<file path="src/rtl/tlb_refill.sv">
// tlb_refill: TLB refill controller. Arbitrates fetch/memory-side misses,
// walks a single-level page table and writes the translation into the TLB,
// or reports a page fault / walk timeout to the requesting port.
module tlb_refill #(
  parameter int MAX_WAIT = 255
) (
  input  logic        clk,
  input  logic        rst,
  input  logic        clk_en,
  input  logic [11:0] pid,
  input  logic [31:0] ptbr,
  input  logic        miss0,
  input  logic [31:0] vaddr0,
  input  logic        miss1,
  input  logic [31:0] vaddr1,
  input  logic        flush,
  output logic        mem_req,
  output logic [31:0] mem_addr,
  input  logic        mem_ack,
  input  logic [31:0] mem_rdata,
  output logic        tlb_we,
  output logic [31:0] tlb_key,
  output logic [31:0] tlb_wdata,
  output logic        tlb_clear,
  output logic        busy,
  output logic        done0,
  output logic        done1,
  output logic        fault,
  output logic [7:0]  fault_code
);

  typedef enum logic [2:0] {
    S_IDLE  = 3'd0,
    S_WALK  = 3'd1,
    S_WRITE = 3'd2,
    S_DONE  = 3'd3,
    S_FAULT = 3'd4
  } state_t;

  localparam logic [7:0] MAX_WAIT_C = 8'(MAX_WAIT);

  state_t      state_q, state_d;
  logic        side_q, side_d;          // 1 = memory-side port
  logic [31:0] key_q, key_d;
  logic [31:0] addr_q, addr_d;
  logic [5:0]  ppn_q, ppn_d;
  logic [7:0]  cnt_q, cnt_d;
  logic        abort_q, abort_d;

  logic        mem_req_q, mem_req_d;
  logic        tlb_we_q, tlb_we_d;
  logic        tlb_clear_q, tlb_clear_d;
  logic        busy_q, busy_d;
  logic        done0_q, done0_d;
  logic        done1_q, done1_d;
  logic        fault_q, fault_d;
  logic [7:0]  fault_code_q, fault_code_d;

  logic [19:0] vpn_s;
  logic        abort_now_s;

  // Only the page number of the virtual address and the PTE's valid/PPN bits matter.
  logic unused_s;
  assign unused_s = ^{vaddr0[11:0], vaddr1[11:0], mem_rdata[30:6]};

  // Next-state logic and the next value of every registered output.
  always_comb begin
    state_d      = state_q;
    side_d       = side_q;
    key_d        = key_q;
    addr_d       = addr_q;
    ppn_d        = ppn_q;
    cnt_d        = cnt_q;
    abort_d      = abort_q;
    fault_code_d = 8'h00;
    vpn_s        = miss1 ? vaddr1[31:12] : vaddr0[31:12];
    // A flush arriving in the ack cycle aborts the walk just like an earlier one.
    abort_now_s  = abort_q | flush;

    case (state_q)
      S_IDLE: begin
        if (!flush && (miss0 || miss1)) begin
          side_d  = miss1;              // port 1 holds the older instruction
          key_d   = {pid, vpn_s};
          addr_d  = ptbr + {10'b0, vpn_s, 2'b00};
          cnt_d   = 8'd0;
          abort_d = 1'b0;
          state_d = S_WALK;
        end else begin
          state_d = S_IDLE;
        end
      end
      S_WALK: begin
        if (flush) begin
          abort_d = 1'b1;
        end else begin
          abort_d = abort_q;
        end
        if (mem_ack) begin
          ppn_d = mem_rdata[5:0];
          if (abort_now_s) begin
            state_d = S_IDLE;
          end else if (mem_rdata[31]) begin
            state_d = S_WRITE;
          end else begin
            state_d      = S_FAULT;
            fault_code_d = 8'h84;
          end
        end else if (cnt_q == MAX_WAIT_C) begin
          if (abort_now_s) begin
            state_d = S_IDLE;
          end else begin
            state_d      = S_FAULT;
            fault_code_d = 8'h85;
          end
        end else begin
          cnt_d = cnt_q + 8'd1;
        end
      end
      S_WRITE: begin
        if (flush) begin
          state_d = S_IDLE;
        end else begin
          state_d = S_DONE;
        end
      end
      S_DONE:  state_d = S_IDLE;
      S_FAULT: state_d = S_IDLE;
      default: state_d = S_IDLE;
    endcase

    mem_req_d   = (state_d == S_WALK);
    tlb_we_d    = (state_d == S_WRITE);
    busy_d      = (state_d != S_IDLE);
    fault_d     = (state_d == S_FAULT);
    done0_d     = ((state_d == S_DONE) || (state_d == S_FAULT)) && !side_d;
    done1_d     = ((state_d == S_DONE) || (state_d == S_FAULT)) && side_d;
    tlb_clear_d = flush;
  end

  // State, walk context and registered outputs; everything holds while clk_en is low.
  always_ff @(posedge clk or posedge rst) begin
    if (rst) begin
      state_q      <= S_IDLE;
      side_q       <= 1'b0;
      key_q        <= 32'h0;
      addr_q       <= 32'h0;
      ppn_q        <= 6'h0;
      cnt_q        <= 8'h0;
      abort_q      <= 1'b0;
      mem_req_q    <= 1'b0;
      tlb_we_q     <= 1'b0;
      tlb_clear_q  <= 1'b0;
      busy_q       <= 1'b0;
      done0_q      <= 1'b0;
      done1_q      <= 1'b0;
      fault_q      <= 1'b0;
      fault_code_q <= 8'h00;
    end else if (clk_en) begin
      state_q      <= state_d;
      side_q       <= side_d;
      key_q        <= key_d;
      addr_q       <= addr_d;
      ppn_q        <= ppn_d;
      cnt_q        <= cnt_d;
      abort_q      <= abort_d;
      mem_req_q    <= mem_req_d;
      tlb_we_q     <= tlb_we_d;
      tlb_clear_q  <= tlb_clear_d;
      busy_q       <= busy_d;
      done0_q      <= done0_d;
      done1_q      <= done1_d;
      fault_q      <= fault_d;
      fault_code_q <= fault_code_d;
    end
  end

  assign mem_req    = mem_req_q;
  assign mem_addr   = addr_q;
  assign tlb_we     = tlb_we_q;
  assign tlb_key    = key_q;
  assign tlb_wdata  = {26'b0, ppn_q};
  assign tlb_clear  = tlb_clear_q;
  assign busy       = busy_q;
  assign done0      = done0_q;
  assign done1      = done1_q;
  assign fault      = fault_q;
  assign fault_code = fault_code_q;

endmodule

</file>
<file path="config.mk">
export PLATFORM = sky130hd
export DESIGN_NAME = tlb_refill
export DESIGN_NICKNAME = d
export VERILOG_FILES = /design/src/rtl/tlb_refill.sv
export SDC_FILE = /design/constraint.sdc
export NUM_CORES = 1
export LEC_CHECK = 0
export CAP_MARGIN = 20
export CORE_MARGIN = 5
export CORE_UTILIZATION = 37
export DETAILED_ROUTE_END_ITERATION = 6
export PLACE_DENSITY = 0.81
export SETUP_SLACK_MARGIN = 0.4
export SLEW_MARGIN = 25
export SYNTH_ARGS = -nofsm -noshare
export SYNTH_HDL_FRONTEND = slang
export SYNTH_SLANG_ARGS = --single-unit
</file>
<file path="constraint.sdc">
create_clock -name clk -period 3.15 [get_ports clk]
set_clock_uncertainty 0.2 [all_clocks]
set_input_delay 0.4725 -clock clk [delete_from_list [all_inputs] [get_ports clk]]
set_output_delay 0.4725 -clock clk [all_outputs]
set_load 0.03 [all_outputs]
</file>
### Word-level counts from Yosys, hierarchy flattened

Index checks and enable logic that the tools add are counted.

* register bits: 98
* output and inout port bits: 111

* add/sub/neg operators: 2
* multiplexer cells: 24
* bitwise gates (word level): 1
* eq/ne operators: 11
* reductions and logical operators: 14

Operator list (number)
* $mux W8: 9
* $add A32 B22 Y32: 1
* $mux W20: 1
* $pmux W8 S2: 1
* $mux W3: 5
* $eq A3 B2 Y1 const B: 3
* $pmux W3 S3: 1
* $add A8 B1 Y8 const B: 1
* $eq A8 B8 Y1 const B: 1
* $ne A2 B2 Y1 const B: 4
* $eq A3 B1 Y1 const B: 2
* $reduce_and A3 Y1: 2
* $mux W1: 5
* $reduce_and A5 Y1: 1
* $reduce_and A4 Y1: 1
* $eq A3 B3 Y1 const B: 1
* $logic_and A1 B1 Y1: 3
* $logic_not A3 Y1: 1
* $reduce_bool A3 Y1: 1
* $logic_not A1 Y1: 2
* $logic_or A1 B1 Y1: 2
* $mux W2: 1
* $pmux W1 S2: 1
* $reduce_bool A2 Y1: 1
* $or A1 B1 Y1: 1

### Longest topological paths before layout

* word-level depth: 8
* mapped depth: 14
* mapped depth without buffers: 12

### Worst setup path before layout

No wires, ideal clock.

* path type: input -> register
* from: input port miss1
* to: register addr_q[31], in the netlist mem_addr[31]
* arrival time: 3375 ps
* cell stages on the path: 12
* setup time: 129 ps
* path slack: -555 ps
* buffers on the path: 2
* cell sequence: clkbuf_1 clkbuf_1 mux2_2 ha_1 nand3_1 or4_1 a21oi_2 o41ai_2 o31a_1 nor3b_2 xnor2_1 o21ai_1

* elaborated cells on any way between the ends: 5
* those cells by class: add/sub (1); mux (1); reduce/logical (3)

RTL lines
* start: declaration: line 14 `input logic miss1,`
* $mux W20: line 76 `vpn_s = miss1 ? vaddr1[31:12] : vaddr0[31:12];`
* via vpn_s[11]: line 59 `logic [19:0] vpn_s;`
* $add A32 B22 Y32: line 85 `addr_d = ptbr + {10'b0, vpn_s, 2'b00};`
* end signal: assignment: line 163 `addr_q <= addr_d;`
* end: declaration: line 45 `logic [31:0] addr_q, addr_d;`

The timed path passes the listed nets, and every way through them passes these cells.
A chain may end at the register's enable or synchronous reset.

### Final worst setup path

* from: input port miss1
* to: register addr_q[19], in the netlist mem_addr[19]

Same word-level chain as after synthesis.

==> impl_metrics.ini <==
[status]
status = finished clean

[setup_path]
setup.worst_path.start = miss1
endpoint = mem_addr[19]$_DFFE_PP0P_
rr_startpoint = state_q[2]$_DFFE_PP0P_
timing.rr.end = cnt_q[5]$_DFFE_PP0P_
rr_worst_depth = 8
r2r_slack_ns = 0.71
startpoint_type = input pin
setup.worst_path.class = in -> reg
arrival_ns = 3.04
cp-end-kind = flip-flop
crit_required_ns = 3.17
critPathMaxFanout = 5

[global_routing]
use_met3 = 0.06891
grt_overflow = 0
gr-usage-met2 = 0.3322
busiest_layer = met2
grt_pass1_vias = 4757
grt_pass1_wl_um = 23810
grt_usage = 0.1821
use_met1 = 0.2018
antenna_found_initial = 0
grt_start_max_net_pins = 57

[logic_synthesis]
yosysTopAreaCell = dfrtp_1
syn_area_sq_mm = 0.005194
synth-xor-area-share = 0.03879
ys_types = 45
synth_simple_gate_area_frac = 0.1761
synth-edff-count = 0
ys_seq_area_frac = 0.4433
synth.area.mux_share = 0.1036
synthCells = 545
synthAdderAreaFrac = 0.05444
ys_warn_count = 0
synth_most_common_cell = nand2_1
ys_seq_elements = 92
yosysTopAreaCellShare = 0.4433
synth_top_family_by_area = simple AND/OR/NAND/NOR gates
synthTopCellsByCount = nand2_1, dfrtp_1, mux2_2
async_flop_share = 1.000
synth_compound_area_frac = 0.1115
syn_area_per_cell_sq_um = 9.530
synth_flop_cell = dfrtp_1
synth_area_leaders = dfrtp_1, mux2_2, nand2_1

[die]
initial_core_util = 0.3756
io_pins = 258
rows = 43
core-area_sq_mm = 0.01383
die_w_um = 128.5
die-area_sq_mm = 0.01651
die_h_um = 128.5

[routing]
ant_nets = 0
drt_first_pass_iters = 4
route.vias.total = 4718
routed_via_density = 4.889
routed_wl_um = 15440
wl_per_cell_um = 16.00
drc = 0
drt_iter0_drc = 215

[sta]
fin_crit_ns = 3.013
timing.final.crit_share = 0.9565
setup_slack_ns = 0.1370
tns_ns = 0
slew_headroom = 0.6281
drv_slew = 0
worst_pin_slew_ns = 0.5501
fmax_ghz = 0.3319
setup_violations = 0
rsz0062_at_grt = true
hold_violations = 0

[clock_network]
clk_transition_reported_paths_ns = 0.06
cts_tree = built
clockBufferDepth = 2
cts_buffers = 9
htree_levels = 3
clock_latency_ns = 0.35
cts_root_buf = clkbuf_16
cts.sinks = 92

[power_and_ir_drop]
p_clk_frac = 0.202
netSwitchingFraction = 0.3837
pwr-share-comb = 0.488
p_leak_nw = 3.728
ir_drop_mv = 0.5595
power.density_mw_per_mm2 = 686.4
p_int_mw = 3.565
seqPwrFrac = 0.310
p_switching_mw = 2.220

[placement]
placed_area_sq_mm = 0.007605
dp.final_hpwl_um = 11120
place_inst = 925
pre_cts_slack_ns = -0.3959
port_buffers = 177
gp_congestion = 0.8532

[hold_path]
hold_path_class = reg -> reg

[final_layout]
fin_area_sq_mm = 0.008428
fillers = 1135
area_growth_syn_to_layout_pct = 62.27
instances_no_fill = 965
nNetsFinal = 949
antenna_cells = 0
drive_above_1_share = 0.2561

[job]
drv_cap = 0
metal layers:
metal / share of wire / routed length [um] / vias up
met5: 0 / 0 / -
met4: 0.011 / 172 / 0
met3: 0.082 / 1262 / 13
met2: 0.52 / 8012 / 145
met1: 0.39 / 5994 / 2264
li1: - / - / 2296
state kept, by name, summed over array words and instances (netlist names):
register,flops
abort_q,1
fault,1
done0,1
fault_code,2
tlb_key,32
mem_addr,32
tlb_clear,1
done1,1
busy,1
tlb_we,1
cnt_q,8
mem_req,1
ppn_q,6
side_q,1
state_q,3
cell families (layout without fill, tap and decap cells):
kind of cell / Yosys count / count (layout)
AO/OA/AOI/OAI: 97 / 97
XOR/XNOR: 23 / 23
adder cells (fa/ha/maj): 22 / 22
buffers and inverters: 67 / 277
flip-flops: 92 / 92
multiplexers: 48 / 48
other: 1 / 31
AND/OR/NAND/NOR: 195 / 195
worst min-delay path by stage:
stage | start | endpoint | slack, ns | depth (start not counted)
global placement | tlb_key[28]$_DFFE_PP0P_ | tlb_key[28]$_DFFE_PP0P_ | 0.26 | 2
global route | tlb_key[28]$_DFFE_PP0P_ | tlb_key[28]$_DFFE_PP0P_ | 0.30 | 2
floorplan | side_q$_DFFE_PP0P_ | side_q$_DFFE_PP0P_ | 0.25 | 2
finish | tlb_key[1]$_DFFE_PP0P_ | tlb_key[1]$_DFFE_PP0P_ | 0.28 | 2
CTS | mem_addr[2]$_DFFE_PP0P_ | mem_addr[2]$_DFFE_PP0P_ | 0.28 | 2
detailed placement | tlb_key[25]$_DFFE_PP0P_ | tlb_key[25]$_DFFE_PP0P_ | 0.27 | 2
power groups by stage:
stage	Sequential (mW)	Clock [mW]	Combinational, mW
finish	1.79	1.17	2.82
global route	1.85	1.25	3.00
CTS	1.80	1.20	2.79
detailed placement	1.82	0	2.67
global placement	1.79	0	2.64
floorplan	2.56	0	0.758
worst max-delay path, cell delays in order:
cell and delay (ns):
buf_12 0.11, buf_12 0.12, buf_16 0.14, mux2_4 0.32
ha_4 0.26, a21o_1 0.19, a21oi_4 0.20, a21oi_4 0.10
o41ai_4 0.40, buf_4 0.18, buf_6 0.10, o21ai_4 0.06
buf_6 0.14, xnor2_4 0.16, o21ai_1 0.08
cells in the final DEF, fill, tap and decap left out, types with 8 or more instances in the layout:
master / n
dlygate4sd2_1: 19
nand3_1: 8
o21ai_0: 24
dfrtp_1: 92
nor2_1: 26
o21ai_1: 12
mux2_2: 34
buf_4: 51
xor2_1: 12
nand2_1: 96
xnor2_1: 8
clkbuf_16: 9
mux2_4: 12
a21oi_2: 12
buf_6: 11
ha_4: 12
conb_1: 31
inv_1: 12
ha_1: 8
clkdlybuf4s50_1: 155
metrics by stage:
step           hold slack, ns  utilization  total power [mW]
2_1_floorplan          0.2450            -             3.320
3_5_place_dp           0.2655       0.5500             4.492
3_3_place_gp           0.2565       0.5500             4.430
6_report               0.2759       0.6095             5.785
5_1_grt                0.3000       0.6095             6.102
4_1_cts                0.2808       0.5989             5.784
cell type report:
class	instances	area, sq um	area share
Clock buffer	11	242.7	0.02880
Clock inverter	5	75.07	0.008907
Inverter	15	60.06	0.007126
Multi-Input combinational cell	416	3105	0.3685
Sequential cell	92	2302	0.2732
Tap cell	180	225.2	0.02672
Timing Repair Buffer	246	2417	0.2868
what timing repair did:
action,in CTS,in global routing
pin swaps,45,38
gates cloned,1,0
hold endpoints to repair,0,0
buffers inserted,21,2
hold buffers,0,0
resized for setup,61,33
endpoints found under the setup margin,17,19
Power figures use the tool's default switching activity.
